$ cat src/rtl/nrisc_int_pkg.sv
// Shared definitions for the NRISC interrupt vector controller:
// command encodings on CORE_INT_ctrl, the mask-register select code and the
// offer FSM state type.
package nrisc_int_pkg;

  localparam logic [1:0] INT_IDLE = 2'b00;
  localparam logic [1:0] INT_ACK  = 2'b01;
  localparam logic [1:0] INT_WR   = 2'b10;
  localparam logic [1:0] INT_RET  = 2'b11;

  // CORE_INT_CHA value that addresses the mask register instead of a vector.
  localparam logic [7:0] INT_MASK_SEL = 8'hFF;

  typedef enum logic {
    ST_IDLE  = 1'b0,
    ST_OFFER = 1'b1
  } int_state_t;

endpackage

$ cat src/rtl/nrisc_int_prio_enc.sv
// Lowest-set-bit finder. Bit 0 has the highest priority, so this yields
// both the interrupt winner and the most recently entered in-service level.
module nrisc_int_prio_enc #(
  parameter int N = 8
) (
  input  logic [N-1:0] bits,
  output logic         valid,
  output logic [7:0]   idx
);

  // Scan downwards so the lowest set bit is the last assignment that sticks.
  always_comb begin
    valid = |bits;
    idx   = '0;
    for (int i = N - 1; i >= 0; i--) begin
      if (bits[i]) idx = 8'(i);
    end
  end

endmodule

$ cat src/rtl/nrisc_int_vector.sv
// Interrupt vector controller for the NRISC core.
// Captures rising edges on INT_irq, applies mask, in-service blocking and a
// fixed priority (channel 0 highest), offers the winner with its programmed
// vector, and tracks in-service channels until the matching return.
// Build option: define NRISC_INT_NESTING_EN to let strictly higher-priority
// channels preempt a channel that is in service.
module nrisc_int_vector
  import nrisc_int_pkg::*;
#(
  parameter int TAM = 16,
  parameter int NCH = 8
) (
  input  logic           clk,
  input  logic           rst,
  input  logic [NCH-1:0] INT_irq,
  input  logic [1:0]     CORE_INT_ctrl,
  input  logic [7:0]     CORE_INT_CHA,
  input  logic [TAM-1:0] INT_DATA_in,
  output logic           INT_request,
  output logic [7:0]     INT_channel,
  output logic [TAM-1:0] INT_vector,
  output logic [NCH-1:0] INT_in_service
);

  logic [NCH-1:0] prev;
  logic [NCH-1:0] pending;
  logic [NCH-1:0] mask;
  logic [NCH-1:0] in_service;
  logic [TAM-1:0] vec [NCH];

  int_state_t state_reg, state_next;

  logic [NCH-1:0] edge_det, blocked, eligible, ack_clear, ret_clear;
  logic           win_valid, is_valid;
  logic [7:0]     win_idx, is_idx;
  logic           ack_ok, ret_ok, wr_en;
  logic [TAM-1:0] vec_sel;

  logic           request_reg, request_next;
  logic [7:0]     channel_reg, channel_next;
  logic [TAM-1:0] vector_reg, vector_next;

  assign edge_det = INT_irq & ~prev;
  assign eligible = pending & mask & ~blocked;
  assign wr_en    = (CORE_INT_ctrl == INT_WR);
  // An ack only counts while something is actually being offered.
  assign ack_ok   = (state_reg == ST_OFFER) && (CORE_INT_ctrl == INT_ACK) && win_valid;
  assign ret_ok   = (CORE_INT_ctrl == INT_RET) && is_valid;

  nrisc_int_prio_enc #(.N(NCH)) u_win (
    .bits  (eligible),
    .valid (win_valid),
    .idx   (win_idx)
  );

  nrisc_int_prio_enc #(.N(NCH)) u_isv (
    .bits  (in_service),
    .valid (is_valid),
    .idx   (is_idx)
  );

  genvar gi;
  generate
    for (gi = 0; gi < NCH; gi++) begin : g_chan
`ifdef NRISC_INT_NESTING_EN
      // Only channels strictly above the active level may interrupt it.
      assign blocked[gi] = is_valid && (is_idx <= 8'(gi));
`else
      assign blocked[gi] = is_valid;
`endif
      assign ack_clear[gi] = ack_ok && (win_idx == 8'(gi));
      assign ret_clear[gi] = ret_ok && (is_idx == 8'(gi));
    end
  endgenerate

  // Select the vector of the current winner for the registered output.
  always_comb begin
    vec_sel = '0;
    for (int i = 0; i < NCH; i++) begin
      if (win_idx == 8'(i)) vec_sel = vec[i];
    end
  end

  // Edge capture, mask writes and in-service tracking; a new edge wins over
  // the ack clearing the same pending bit.
  always_ff @(posedge clk) begin
    if (rst) begin
      prev       <= '0;
      pending    <= '0;
      mask       <= '0;
      in_service <= '0;
    end else begin
      prev       <= INT_irq;
      pending    <= (pending & ~ack_clear) | edge_det;
      in_service <= (in_service & ~ret_clear) | ack_clear;
      if (wr_en && (CORE_INT_CHA == INT_MASK_SEL)) mask <= INT_DATA_in[NCH-1:0];
    end
  end

  // Per-channel vector table, written by the core.
  always_ff @(posedge clk) begin
    if (rst) begin
      for (int i = 0; i < NCH; i++) vec[i] <= '0;
    end else begin
      for (int i = 0; i < NCH; i++) begin
        if (wr_en && (CORE_INT_CHA == 8'(i))) vec[i] <= INT_DATA_in;
      end
    end
  end

  // Offer FSM next state and next values of the registered outputs.
  always_comb begin
    state_next   = state_reg;
    request_next = 1'b0;
    channel_next = channel_reg;
    vector_next  = vector_reg;
    case (state_reg)
      ST_IDLE:  if (win_valid) state_next = ST_OFFER;
      ST_OFFER: if (ack_ok || !win_valid) state_next = ST_IDLE;
      default:  state_next = ST_IDLE;
    endcase
    if (state_next == ST_OFFER) begin
      request_next = 1'b1;
      channel_next = win_idx;
      vector_next  = vec_sel;
    end
  end

  // FSM state and output registers.
  always_ff @(posedge clk) begin
    if (rst) begin
      state_reg   <= ST_IDLE;
      request_reg <= 1'b0;
      channel_reg <= '0;
      vector_reg  <= '0;
    end else begin
      state_reg   <= state_next;
      request_reg <= request_next;
      channel_reg <= channel_next;
      vector_reg  <= vector_next;
    end
  end

  assign INT_request    = request_reg;
  assign INT_channel    = channel_reg;
  assign INT_vector     = vector_reg;
  assign INT_in_service = in_service;

endmodule

$ cat config.mk
export PLATFORM = sky130hd
export DESIGN_NAME = nrisc_int_vector
export DESIGN_NICKNAME = d
export VERILOG_FILES = /design/src/rtl/nrisc_int_pkg.sv /design/src/rtl/nrisc_int_prio_enc.sv /design/src/rtl/nrisc_int_vector.sv
export SDC_FILE = /design/constraint.sdc
export NUM_CORES = 1
export LEC_CHECK = 0
export CORE_ASPECT_RATIO = 1.75
export CORE_MARGIN = 2
export CORE_UTILIZATION = 35
export CTS_CLUSTER_DIAMETER = 50
export CTS_CLUSTER_SIZE = 8
export DETAILED_ROUTE_END_ITERATION = 12
export DONT_BUFFER_PORTS = 1
export HOLD_SLACK_MARGIN = 0.06
export PLACE_DENSITY_LB_ADDON = 0.05
export SETUP_SLACK_MARGIN = 0.4
export SLEW_MARGIN = 20
export SYNTH_ARGS = -nofsm -noshare
export SYNTH_HDL_FRONTEND = slang
export SYNTH_HIERARCHICAL = 1
export SYNTH_SLANG_ARGS = --single-unit
$ cat constraint.sdc
create_clock -name clk -period 4.13 [get_ports clk]
set_input_delay 0.413 -clock clk [delete_from_list [all_inputs] [get_ports clk]]
set_output_delay 0.413 -clock clk [all_outputs]
set_load 0.02 [all_outputs]
==> summary.md, run 1 <==
The proportion of layout cells with a drive suffix above 1 came out at 0.156. Across the run, the number of max-cap violations was 0. The tools report the highest clock rate as 0.284 GHz. The detail route stage leaves a number of antenna-violating nets equal to 0. The number of antenna violations at the first check in global routing is 0, and the largest vdd supply drop is 261 µV. The number of detailed-routing iterations run before antenna repair is 6. For the count of synthesis-stage warnings from yosys, the log shows 6. Clock tree synthesis selected as its root buffer the cell sky130_fd_sc_hd__clkbuf_16.

The logs give 3.16 nW for the leakage power and 679 for the number of instances in the synthesized netlist. After detailed routing, the average wire length per cell comes to 23.1 µm. The mean post-synth cell area works out to 11.9 µm². Multiplexer area fraction after synthesis: 0.0937. Synthesis instantiated 50 different standard cells from the library.

The total power was 3.95 mW. Setup repair after global routing left no endpoint under its margin. The tools report the via count as 5254.

The worst hold path belongs to the class primary input to register. Measured along the y axis, the die boundary spans 205 µm. In this run the horizontal extent of the chip is 119 µm. Share of flip-flops with an asynchronous set or reset: 0. The main combinational cell family by area after synthesis is simple AND/OR/NAND/NOR gates. The DRC violations left is 0, and the synthesis-to-finish area growth is 13.1%. STA classifies the critical path endpoint as a register.

For the final setup skew, the log shows 6.71 ps. The count of endpoints failing setup in the final report was 0. For the number of design-rule violations left by the first detailed-router iteration, the log shows 351.

The proportion of total power due to net switching was 0.210. The number of storage elements in the synthesis netlist works out to 185. The wire length after detailed routing is 23.1 mm. The adder and majority cell fraction of the synthesized area was 0; the setup total negative slack was 0 ps. The internal power of the cells totals 3.12 mW.

The layout has 2185 filler cells. The run gives 0.355 as the initial standard-cell utilization of the core. For the number of global-route vias before repair, the log shows 5596. The tools report the combinational cell fraction of total power as 0.038. Sorting the synthesized cells by how often they occur yields 129 x sky130_fd_sc_hd__nor2_1, 128 x sky130_fd_sc_hd__edfxtp_1, 57 x sky130_fd_sc_hd__dfxtp_1, 42 x sky130_fd_sc_hd__nand2_1, 37 x sky130_fd_sc_hd__inv_1. The TritonCTS buffer count is 17, and the total power per unit cell area is 432 nW/µm².

The worst-margin pin slew was 1030 ps. The HPWL after detailed placement is 15.5 mm. Counting along the longest clock path gives a buffer depth of 2.

After detailed placement, the total cell area comes to 8470 µm². The first global-routing pass estimated 35.0 mm of wire. In this design, the stage delay of the slowest critical-path cell is 550 ps. The register with the most flip-flops in the layout has 128 of them. TritonCTS built the clock tree. The congestion estimate from routability-driven global placement came to 0.819. The buffer and inverter count on the worst path came out at 1. Row generation in the floorplan step produced 73 rows.

The placeable core region is 22700 µm², and the final-stage net count is 723. For this run, the leading register cell type out of synthesis is sky130_fd_sc_hd__edfxtp_1. The clock net in this run drives a total of 185 sinks.

The fraction of the mapped netlist area in compound gates works out to 0.0845. The synthesized design spends more area on one cell type than any other, namely sky130_fd_sc_hd__edfxtp_1. For the count of final max-slew check failures, the log shows 0.

Sorting the synthesized cells by area gives the leading types as sky130_fd_sc_hd__edfxtp_1 48%, sky130_fd_sc_hd__dfxtp_1 14%, sky130_fd_sc_hd__nor2_1 6.0%, sky130_fd_sc_hd__mux4_2 4.2%, sky130_fd_sc_hd__mux2i_1 3.1%. The repair_antennas step left the layout with diodes totalling 0. The worst max-slew margin expressed relative to the limit was 0.311.

The area share of the largest cell type after synthesis works out to 0.476. In this run the power spent charging and discharging nets is 828 µW. After the flow finishes, the layout carries non-filler instances totaling 1000. For the power share of the sequential group, the log shows 0.530.

CTS clock-pin slew for the worst setup and hold paths: 70 ps. The critical path goes through nor4_2, nand3_1, and3b_1, nor4_2, and3b_1, buf_4, nand2b_1, o22ai_1, o32ai_2. The overall die area is 24400 µm², and the fraction of synthesized cell area in xor and xnor cells is 0. The mapped netlist covers 8080 µm².

The H-tree was split into 4 levels. The logs give 962 for the placed cell count and 69 for the number of ports placed on the die boundary. The final cell area excluding filler cells came out at 9140 µm². The arrival time at the worst endpoint is 3870 ps, and the later-pin clock latency in the skew report is 430 ps. The logs give 0 for the number of failing hold endpoints at the final stage and 44 for the pin count of the biggest net entering global routing. The slowest stage of the critical path is the sky130_fd_sc_hd__and3b_1 cell. The critical path in this run is classified as register to register. The post-route fraction of the period consumed by the critical path came out at 0.854.

Largest register by flop count: vec. The core occupancy in the finished layout is 0.402. The residual overflow from global routing is 0. The required time of the critical path was 4470 ps.

Along the worst path, the maximum fanout reaches 14. The simple-gate portion of the synthesized area was 0.157; the number of flops mapped to enable cells by yosys was 128. The sequential-to-total area share from yosys stat was 0.617.

The shortest clock period the worst path allows after layout is 3530 ps, and the number of buffers added on ports is 0. The flow ran to the end, and the final reports show no timing, DRC or antenna violations. For the share of total power in the clock network, the log shows 0.431. The most frequently used cell type in the post-synthesis netlist was sky130_fd_sc_hd__nor2_1.

The type of element launching the critical path is a register. The kind of cell with the highest combined delay along the critical path is simple AND/OR/NAND/NOR gates. In the routed layout, each cell is associated on average with a via count of 5.25.

The run gives 0.199 as the global router's overall resource usage.
==> metrics by stage <==
step           hold slack (ps)  setup WS, ps
6_report                  99.3           603
5_1_grt                   73.5           411
4_1_cts                   72.7           549
3_5_place_dp               455           557
3_3_place_gp               451           644
2_1_floorplan              435          1080
==> cell type report <==
cell class	count	area, µm²	area share
Clock buffer	18	429	0.0470
Clock inverter	14	179	0.0196
Inverter	38	143	0.0156
Multi-Input combinational cell	416	2770	0.303
Sequential cell	185	4980	0.545
Tap cell	300	375	0.0411
Timing Repair Buffer	29	255	0.0279
==> cell families after synthesis <==
logic type             Yosys count
and+or+nand+nor                262
DFF                            185
AOI/OAI and AO/OA               89
buffers and inverters           86
muxes                           55
other                            2
==> layer usage <==
layer	track usage	vias to the layer above	wire length [µm]
met5	0	-	0
met4	0.0838	0	600
met3	0.0398	25	908
met2	0.365	118	12600
met1	0.221	2676	9020
li1	-	2435	-
==> power by group through the flow <==
stage               clock network, mW  registers [mW]  logic (mW)
finish                           1.70            2.09       0.152
global route                     1.81            2.10       0.168
floorplan                           0            2.12       0.110
CTS                              1.74            2.09       0.154
global placement                    0            2.13       0.143
detailed placement                  0            2.13       0.146
==> placed cells by master, fill, tap and decap left out, types with 3 or more instances in the layout <==
cell,instances
sky130_fd_sc_hd__buf_4,26
sky130_fd_sc_hd__o32ai_2,9
sky130_fd_sc_hd__nand3b_1,3
sky130_fd_sc_hd__nor4_2,3
sky130_fd_sc_hd__nand3_1,10
sky130_fd_sc_hd__nor2b_1,13
sky130_fd_sc_hd__a21oi_1,25
sky130_fd_sc_hd__mux2_2,15
sky130_fd_sc_hd__o41ai_1,4
sky130_fd_sc_hd__inv_1,37
sky130_fd_sc_hd__and3b_1,11
sky130_fd_sc_hd__a32o_1,11
sky130_fd_sc_hd__mux2i_1,25
sky130_fd_sc_hd__nand2b_1,22
sky130_fd_sc_hd__conb_1,10
sky130_fd_sc_hd__o21ai_0,6
sky130_fd_sc_hd__o22ai_1,15
sky130_fd_sc_hd__nor3_1,10
sky130_fd_sc_hd__nor2_1,128
sky130_fd_sc_hd__clkinv_1,3
sky130_fd_sc_hd__mux4_2,15
sky130_fd_sc_hd__nor4_1,3
sky130_fd_sc_hd__clkbuf_16,17
sky130_fd_sc_hd__buf_12,3
sky130_fd_sc_hd__o2bb2ai_1,3
sky130_fd_sc_hd__clkinvlp_4,3
sky130_fd_sc_hd__clkinv_2,3
sky130_fd_sc_hd__dfxtp_1,57
sky130_fd_sc_hd__edfxtp_1,128
sky130_fd_sc_hd__nand2_1,42
sky130_fd_sc_hd__bufinv_16,4
==> worst paths after layout <==
check,start,endpoint,slack [ps],depth (start not counted)
hold / removal,rst,INT_in_service[2],100,1
setup / recovery,INT_in_service[4],INT_vector[14],600,9
setup reg to reg,INT_in_service[4],INT_vector[14],600,9
hold reg to reg,prev[2],pending[2],470,2
==> repair_timing <==
item,CTS,global route
gates resized for setup,0,1
endpoints found under the hold margin,34,0
hold buffers,1,0
setup endpoints to repair,0,15
setup buffers,0,5
No activity file was read; power rests on OpenSTA's default activity.
==> run 2, diff against run 1 <==
--- a/config.mk
+++ b/config.mk
@@ -19,4 +19,3 @@
 export SYNTH_ARGS = -nofsm -noshare
 export SYNTH_HDL_FRONTEND = slang
-export SYNTH_HIERARCHICAL = 1
 export SYNTH_SLANG_ARGS = --single-unit
==> constraint.sdc (replaced) <==
create_clock -name clk -period 4.13 [get_ports clk]
set_input_delay 0.413 -clock clk [delete_from_list [all_inputs] [get_ports clk]]
set_output_delay 0.413 -clock clk [all_outputs]
set_load 0.01 [all_outputs]
==> summary.md, run 2 <==
The flow ran to the end, and the final reports show no timing, DRC or antenna violations. Mean post-synth cell area: 11.2 µm². The startpoint identified for the worst hold timing path is INT_irq[7]. Area share of the largest cell type after synthesis: 0.472. Dividing the detail-routed wire length by the instance count gives 24.3 µm.

The clock arrives with 8.75 ps of skew. The worst setup path is captured at a register. The number of global-route vias before repair came out at 5976.

The number of antenna diodes in the final layout is 0. The proportion of layout cells with a drive suffix above 1 works out to 0.111. Clock-pin slew was measured on the worst setup and hold paths at 70 ps. The number of design-rule violations left by the first detailed-router iteration is 342. The global router's overall resource usage is 0.212, and the worst max-slew margin expressed relative to the limit is 0.300. The tools report the cell area after synthesis as 8150 µm². The die is 119 µm wide. The post-route fraction of the period consumed by the critical path was 0.742.

Counting flops with a built-in enable in the synthesized netlist gives 128. The logs give 0.398 for the core occupancy in the finished layout and 1070 ps for the final worst-path setup slack. The library cell occupying the most area in the post-synthesis netlist is sky130_fd_sc_hd__edfxtp_1. The required time of the critical path is 4440 ps, and the area of placed instances is 8450 µm². The tightest min-delay check is of the primary input to register type. The post-placement setup slack was 1090 ps; the y dimension of the die was 206 µm. Counting flops and latches in the post-synthesis netlist gives 180. The worst setup path is launched from a register.

The number of gates resized after CTS was 0. Yosys attributes the largest share of cell area to sky130_fd_sc_hd__edfxtp_1 47%, sky130_fd_sc_hd__dfxtp_1 13%, sky130_fd_sc_hd__nor2_1 5.9%, sky130_fd_sc_hd__mux2i_1 2.9%, sky130_fd_sc_hd__mux2_2 2.2%. Setup repair after global routing left no endpoint under its margin.

In this run, CTS created clock tree buffers numbering 17. The arrival time at the worst endpoint came out at 3370 ps. The maximum clock path buffer count is 2, and the share of flip-flops with an asynchronous set or reset is 0. During placement, the flow inserted port buffers numbering 0. Most frequent standard cell in the layout excluding fill and tap cells: sky130_fd_sc_hd__nor2_1.

Area of the multi-input gates: 2990 µm². Summing over every cut layer, the via total after detailed routing is 5753. The first-pass GRT wire length was 37.5 mm; the leakage power was 3.06 nW. The most frequently used cell type in the post-synthesis netlist is sky130_fd_sc_hd__nor2_1. In this run the worst setup path begins at INT_in_service[0]. The top cell types in the final layout, fill and taps aside, are 129 x sky130_fd_sc_hd__nor2_1, 128 x sky130_fd_sc_hd__edfxtp_1, 52 x sky130_fd_sc_hd__dfxtp_1, 35 x sky130_fd_sc_hd__nand2_1, 35 x sky130_fd_sc_hd__a21oi_1.

In this run the count of I/O pins placed on the die edge is 69. The die covers 24600 µm². The number of antenna violations at the first check in global routing was 0. The residual overflow from global routing came out at 0.

After legalization and detailed placement, the total HPWL measured 16.0 mm. The clock drives 180 sinks. More flip-flops sit in one register than any other, and that register is vec.

The tools report the startpoint of the lowest-slack register-to-register path as INT_in_service[0]. The run gives 73 as the number of cell rows. The core region is 22800 µm². By count the netlist is led by 129 x sky130_fd_sc_hd__nor2_1, 128 x sky130_fd_sc_hd__edfxtp_1, 52 x sky130_fd_sc_hd__dfxtp_1, 35 x sky130_fd_sc_hd__a21oi_1, 35 x sky130_fd_sc_hd__nand2_1.

TritonCTS built the clock tree. Across the VDD grid, the largest voltage drop is 218 µV. The count of endpoints failing setup in the final report came out at 0. The count of final max-slew check failures was 0.

The initial standard-cell utilization of the core was 0.357. The register with the most flip-flops in the layout has 128 of them. The sequential cell area is 4880 µm², and the setup total negative slack is 0 ps. After detailed routing, the number of remaining DRC violations is 0.

The count of maximum capacitance violations came out at 0. In this run the remaining antenna-violating nets after routing total 0. Number of instances in the synthesized netlist: 729.

Entering global routing, the biggest net connects 43 pins. The unique cell type count in the Yosys netlist is 61. In the final design database the tool counted 762 nets. On the final layout, the worst hold slack is 105 ps. The number of H-tree levels came out at 4. For this block, the routed nets add up to 25.2 mm of wire. Before antenna repair, the detailed router went through 5 iterations. Later-pin clock latency in the skew report: 440 ps. The shortest clock period the worst path allows after layout was 3060 ps; the highest fanout seen on the critical path was 29. Worst-margin pin slew: 1050 ps. The sequential-to-total area share from yosys stat is 0.599, and the count of synthesis-stage warnings from yosys is 0. Summing all non-filler instances in the final layout gives an area of 9080 µm².

For this design the ratio of total power to cell area is 423 nW/µm². The weighted congestion at the end of routability-driven global placement came out at 0.762. The synthesis-to-finish area growth came out at 11.5%.

The critical path in this run is classified as register to register. Counting the fill cells in the layout gives 2302. The number of failing hold endpoints at the final stage came out at 0. Highest clock rate: 0.327 GHz. The cell sitting at the root of the clock tree is a sky130_fd_sc_hd__clkbuf_16. The prevailing post-synth register cell was sky130_fd_sc_hd__edfxtp_1.

After detailed routing, the number of vias per cell comes to 5.54.
run 2: cell families after synthesis:
family          share of synthesized area
simple gates                        0.169
flops                               0.599
other cells                      0.000460
mux                                0.0516
compound gates                      0.141
buf+inv                            0.0382
run 2: final cells by class:
type	count	share of cell area
multi-input cells	488	0.329
well taps	300	0.0413
inverters	18	0.00744
repair buffers	21	0.0190
flip-flops and latches	180	0.538
clock buffers	25	0.0559
clock inverters	7	0.00992
run 2: metrics by stage:
stage	std cells	power [mW]
final	1039	3.85
after floorplan	733	2.16
after CTS	1039	3.88
after detailed placement	1005	2.20
after global routing	1039	3.97
after global placement	1005	2.20
run 2: power by group:
part	leakage, nW	total (mW)	internal [mW]	switching (mW)
clock	0.296	1.67	0.981	0.693
combinational	1.12	0.122	0.0358	0.0862
sequential	1.64	2.05	2.02	0.0335
run 2: worst max-delay path, stage by stage (launching register included):
cell,delay (ps)
sky130_fd_sc_hd__dfxtp_1,420
sky130_fd_sc_hd__nor4_4,430
sky130_fd_sc_hd__nand2_2,300
sky130_fd_sc_hd__a311oi_4,290
sky130_fd_sc_hd__buf_4,440
sky130_fd_sc_hd__mux2_2,380
sky130_fd_sc_hd__a2111oi_0,500
sky130_fd_sc_hd__a211oi_1,140
run 2: routing by layer:
metal | vias up | GRT usage | wire (µm)
met4 | 0 | 0.0866 | 799
li1 | 2674 | - | -
met2 | 162 | 0.407 | 14000
met1 | 2875 | 0.225 | 9180
met3 | 42 | 0.0408 | 1220
met5 | - | 0 | 0
run 2: final timing paths:
path / endpoint / slack (ps) / depth (start not counted)
setup reg to reg: INT_vector[12] / 1070 / 7
hold / removal: prev[7] / 100 / 1
setup / recovery: INT_vector[12] / 1070 / 7
hold reg to reg: pending[6] / 490 / 2
run 2: timing repair:
action | CTS | global route
setup buffers | 0 | 0
hold buffers | 2 | 0
endpoints found under the hold margin | 32 | 0
==> run 3, diff against run 2 <==
clock period = 3 ns   (was 4.13 ns; I/O delays follow)
==> summary.md, run 3 (same netlist as run 2, synthesis figures left out) <==
Post-route fraction of the period consumed by the critical path: 0.838. Number of antenna diodes: 0. The tools report the number of detailed-routing iterations run before antenna repair as 4. The longest clock path from root to sink contains 2 buffers. The shortest clock period the worst path allows after layout is 2520 ps, and the pin count of the biggest net entering global routing is 53. Number of antenna violations at the first check in global routing: 1. The sequential cell area is 4890 µm². Data on the critical path is required at its endpoint by 3310 ps. For the number of H-tree levels, the log shows 4. Compared with the post-synthesis result, the final layout area differs by 18.2%. Die span in x: 119 µm. The run gives 0.423 as the share of total power in the clock network.

Setup violations remaining at the end of the flow were counted as 0. The highest clock rate came out at 0.398 GHz. The number of buffers added on ports is 0, and the setup total negative slack is 0 ps.

For the power share of the sequential group, the log shows 0.538. The root buffer cell chosen for the clock tree is sky130_fd_sc_hd__clkbuf_16. The register with the most flip-flops in the layout has 128 of them. The wire-length estimate of the detail-placed layout is 16.9 mm. The first global-routing pass estimated 38.1 mm of wire. The placeable core region was 22800 µm². The logs give 430 ps for the later-pin clock latency in the skew report and 333 µV for the largest vdd supply drop. The top cell types in the final layout, fill and taps aside, are 129 x sky130_fd_sc_hd__nor2_1, 128 x sky130_fd_sc_hd__edfxtp_1, 49 x sky130_fd_sc_hd__dfxtp_1, 40 x sky130_fd_sc_hd__buf_4, 35 x sky130_fd_sc_hd__nand2_1.

The floorplan has 73 rows. In this run the static leakage power is 3.29 nW. The run finished with clean final reports. Counting tap cells, the placed design contains a total of 1024 instances. The tools report the wire length after detailed routing as 26.4 mm.

The global router's overall resource usage came out at 0.216. The total power per unit cell area is 545 nW/µm². The register with the most flip-flops in the final layout is vec. The proportion of total power due to net switching works out to 0.216. TritonCTS built the clock tree. Data on the critical path arrives at its endpoint at 2830 ps. Dividing the detail-routed via count by the number of cells gives 5.43. Max-cap violations in this run came to 0.

The tools report the number of failing hold endpoints at the final stage as 0. The worst max-slew margin expressed relative to the limit was 0.547. The tools report the element type at the critical path end as a register. The layout has 2246 filler cells.

The proportion of layout cells with a drive suffix above 1 is 0.159. The wire length per cell after detailed routing is 24.4 µm, and the count of final max-slew check failures is 0. The logs give 0.039 for the combinational cell fraction of total power and 0.422 for the core occupancy in the finished layout. The cell internal power dissipation is 4.11 mW. The library cell used most frequently in the layout, excluding fill and tap cells, is sky130_fd_sc_hd__nor2_1. At the end of the flow, the number of nets in the layout was 805.

Across all layers, the routed design uses 5878 vias. The worst setup path is of the register to register kind. The final setup skew came out at 7.90 ps. In this run the worst path has a maximum fanout of 7. The first routing iteration left 425 violations.

STA classifies the critical path startpoint as a register. Setup repair after global routing could not meet its margin everywhere. The floorplan step set the die height to 206 µm. Worst-margin pin slew: 677 ps. In this run the remaining antenna-violating nets after routing total 0.

The initial standard-cell utilization of the core came out at 0.357. The min-delay analysis places its worst path in the category primary input to register. The logs give 24600 µm² for the overall die area and 3080 µm² for the area of the multi-input gates. At the end of routability-driven placement, the weighted congestion stood at 0.782.

Counting every sink on the clock net gives 180. Buffers inserted during clock tree synthesis total 17. The number of global-route vias before repair is 6108. After the flow finishes, the layout carries non-filler instances totaling 1082. The DRC violations left is 0, and the number of ports placed on the die boundary is 69.

Summed over all layers, the global routing overflow is 0. For this design the total switching power over the nets is 1.13 mW. After clock tree synthesis, the clock-pin slew on the worst setup and hold paths is 70 ps.
run 3: what timing repair did:
action | 4_1_cts | 5_1_grt
hold buffers | 17 | 0
pin swaps | 0 | 3
setup endpoints to repair | 9 | 12
gates cloned | 0 | 2
resized for setup | 4 | 24
hold endpoints to repair | 52 | 0
buffers inserted | 0 | 7
run 3: final cells by class:
type                            count  share of cell area
Inverter                           18             0.00701
Sequential cell                   180               0.507
Clock inverter                     12              0.0135
Timing Repair Buffer               64              0.0662
Multi-Input combinational cell    488               0.319
Clock buffer                       20              0.0474
Tap cell                          300              0.0390
run 3: power groups by stage:
stage	sequential, mW	combinational, mW	clock (mW)
floorplan	2.86	0.119	0
CTS	2.82	0.204	2.28
global placement	2.87	0.166	0
detailed placement	2.87	0.170	0
global route	2.83	0.220	2.36
finish	2.82	0.204	2.22
run 3: routing by layer:
metal  GRT usage  share of wire
met5           0              0
met4       0.108          0.044
met3      0.0425          0.038
met2       0.417           0.55
met1       0.219           0.36
run 3: metrics by stage:
step                      total power [mW]  area, µm²  setup slack [ps]  hold WS (ps)
final                                 5.25       9630               485           131
after CTS                             5.30       9420               420           107
after floorplan                       2.98       8160               689           428
after global routing                  5.41       9630               333           153
after global placement                3.04       8630               281           382
after detailed placement              3.04       8630               308           383
run 3: final timing paths:
check	cells past startpoint	slack [ps]	start	to
worst max-delay path	8	480	INT_in_service[5]	INT_vector[12]
worst min-delay path	3	130	INT_irq[1]	pending[1]
worst max register to register	8	480	INT_in_service[5]	INT_vector[12]
worst min register to register	2	490	pending[6]	pending[6]
run 3: critical path, cell delays in order, from the launching register on:
cell	delay (ps)
sky130_fd_sc_hd__dfxtp_2	360
sky130_fd_sc_hd__nor4_4	410
sky130_fd_sc_hd__nand2_2	130
sky130_fd_sc_hd__a311oi_4	310
sky130_fd_sc_hd__buf_4	180
sky130_fd_sc_hd__buf_12	130
sky130_fd_sc_hd__mux2_2	330
sky130_fd_sc_hd__a2111oi_1	410
sky130_fd_sc_hd__a211oi_1	120
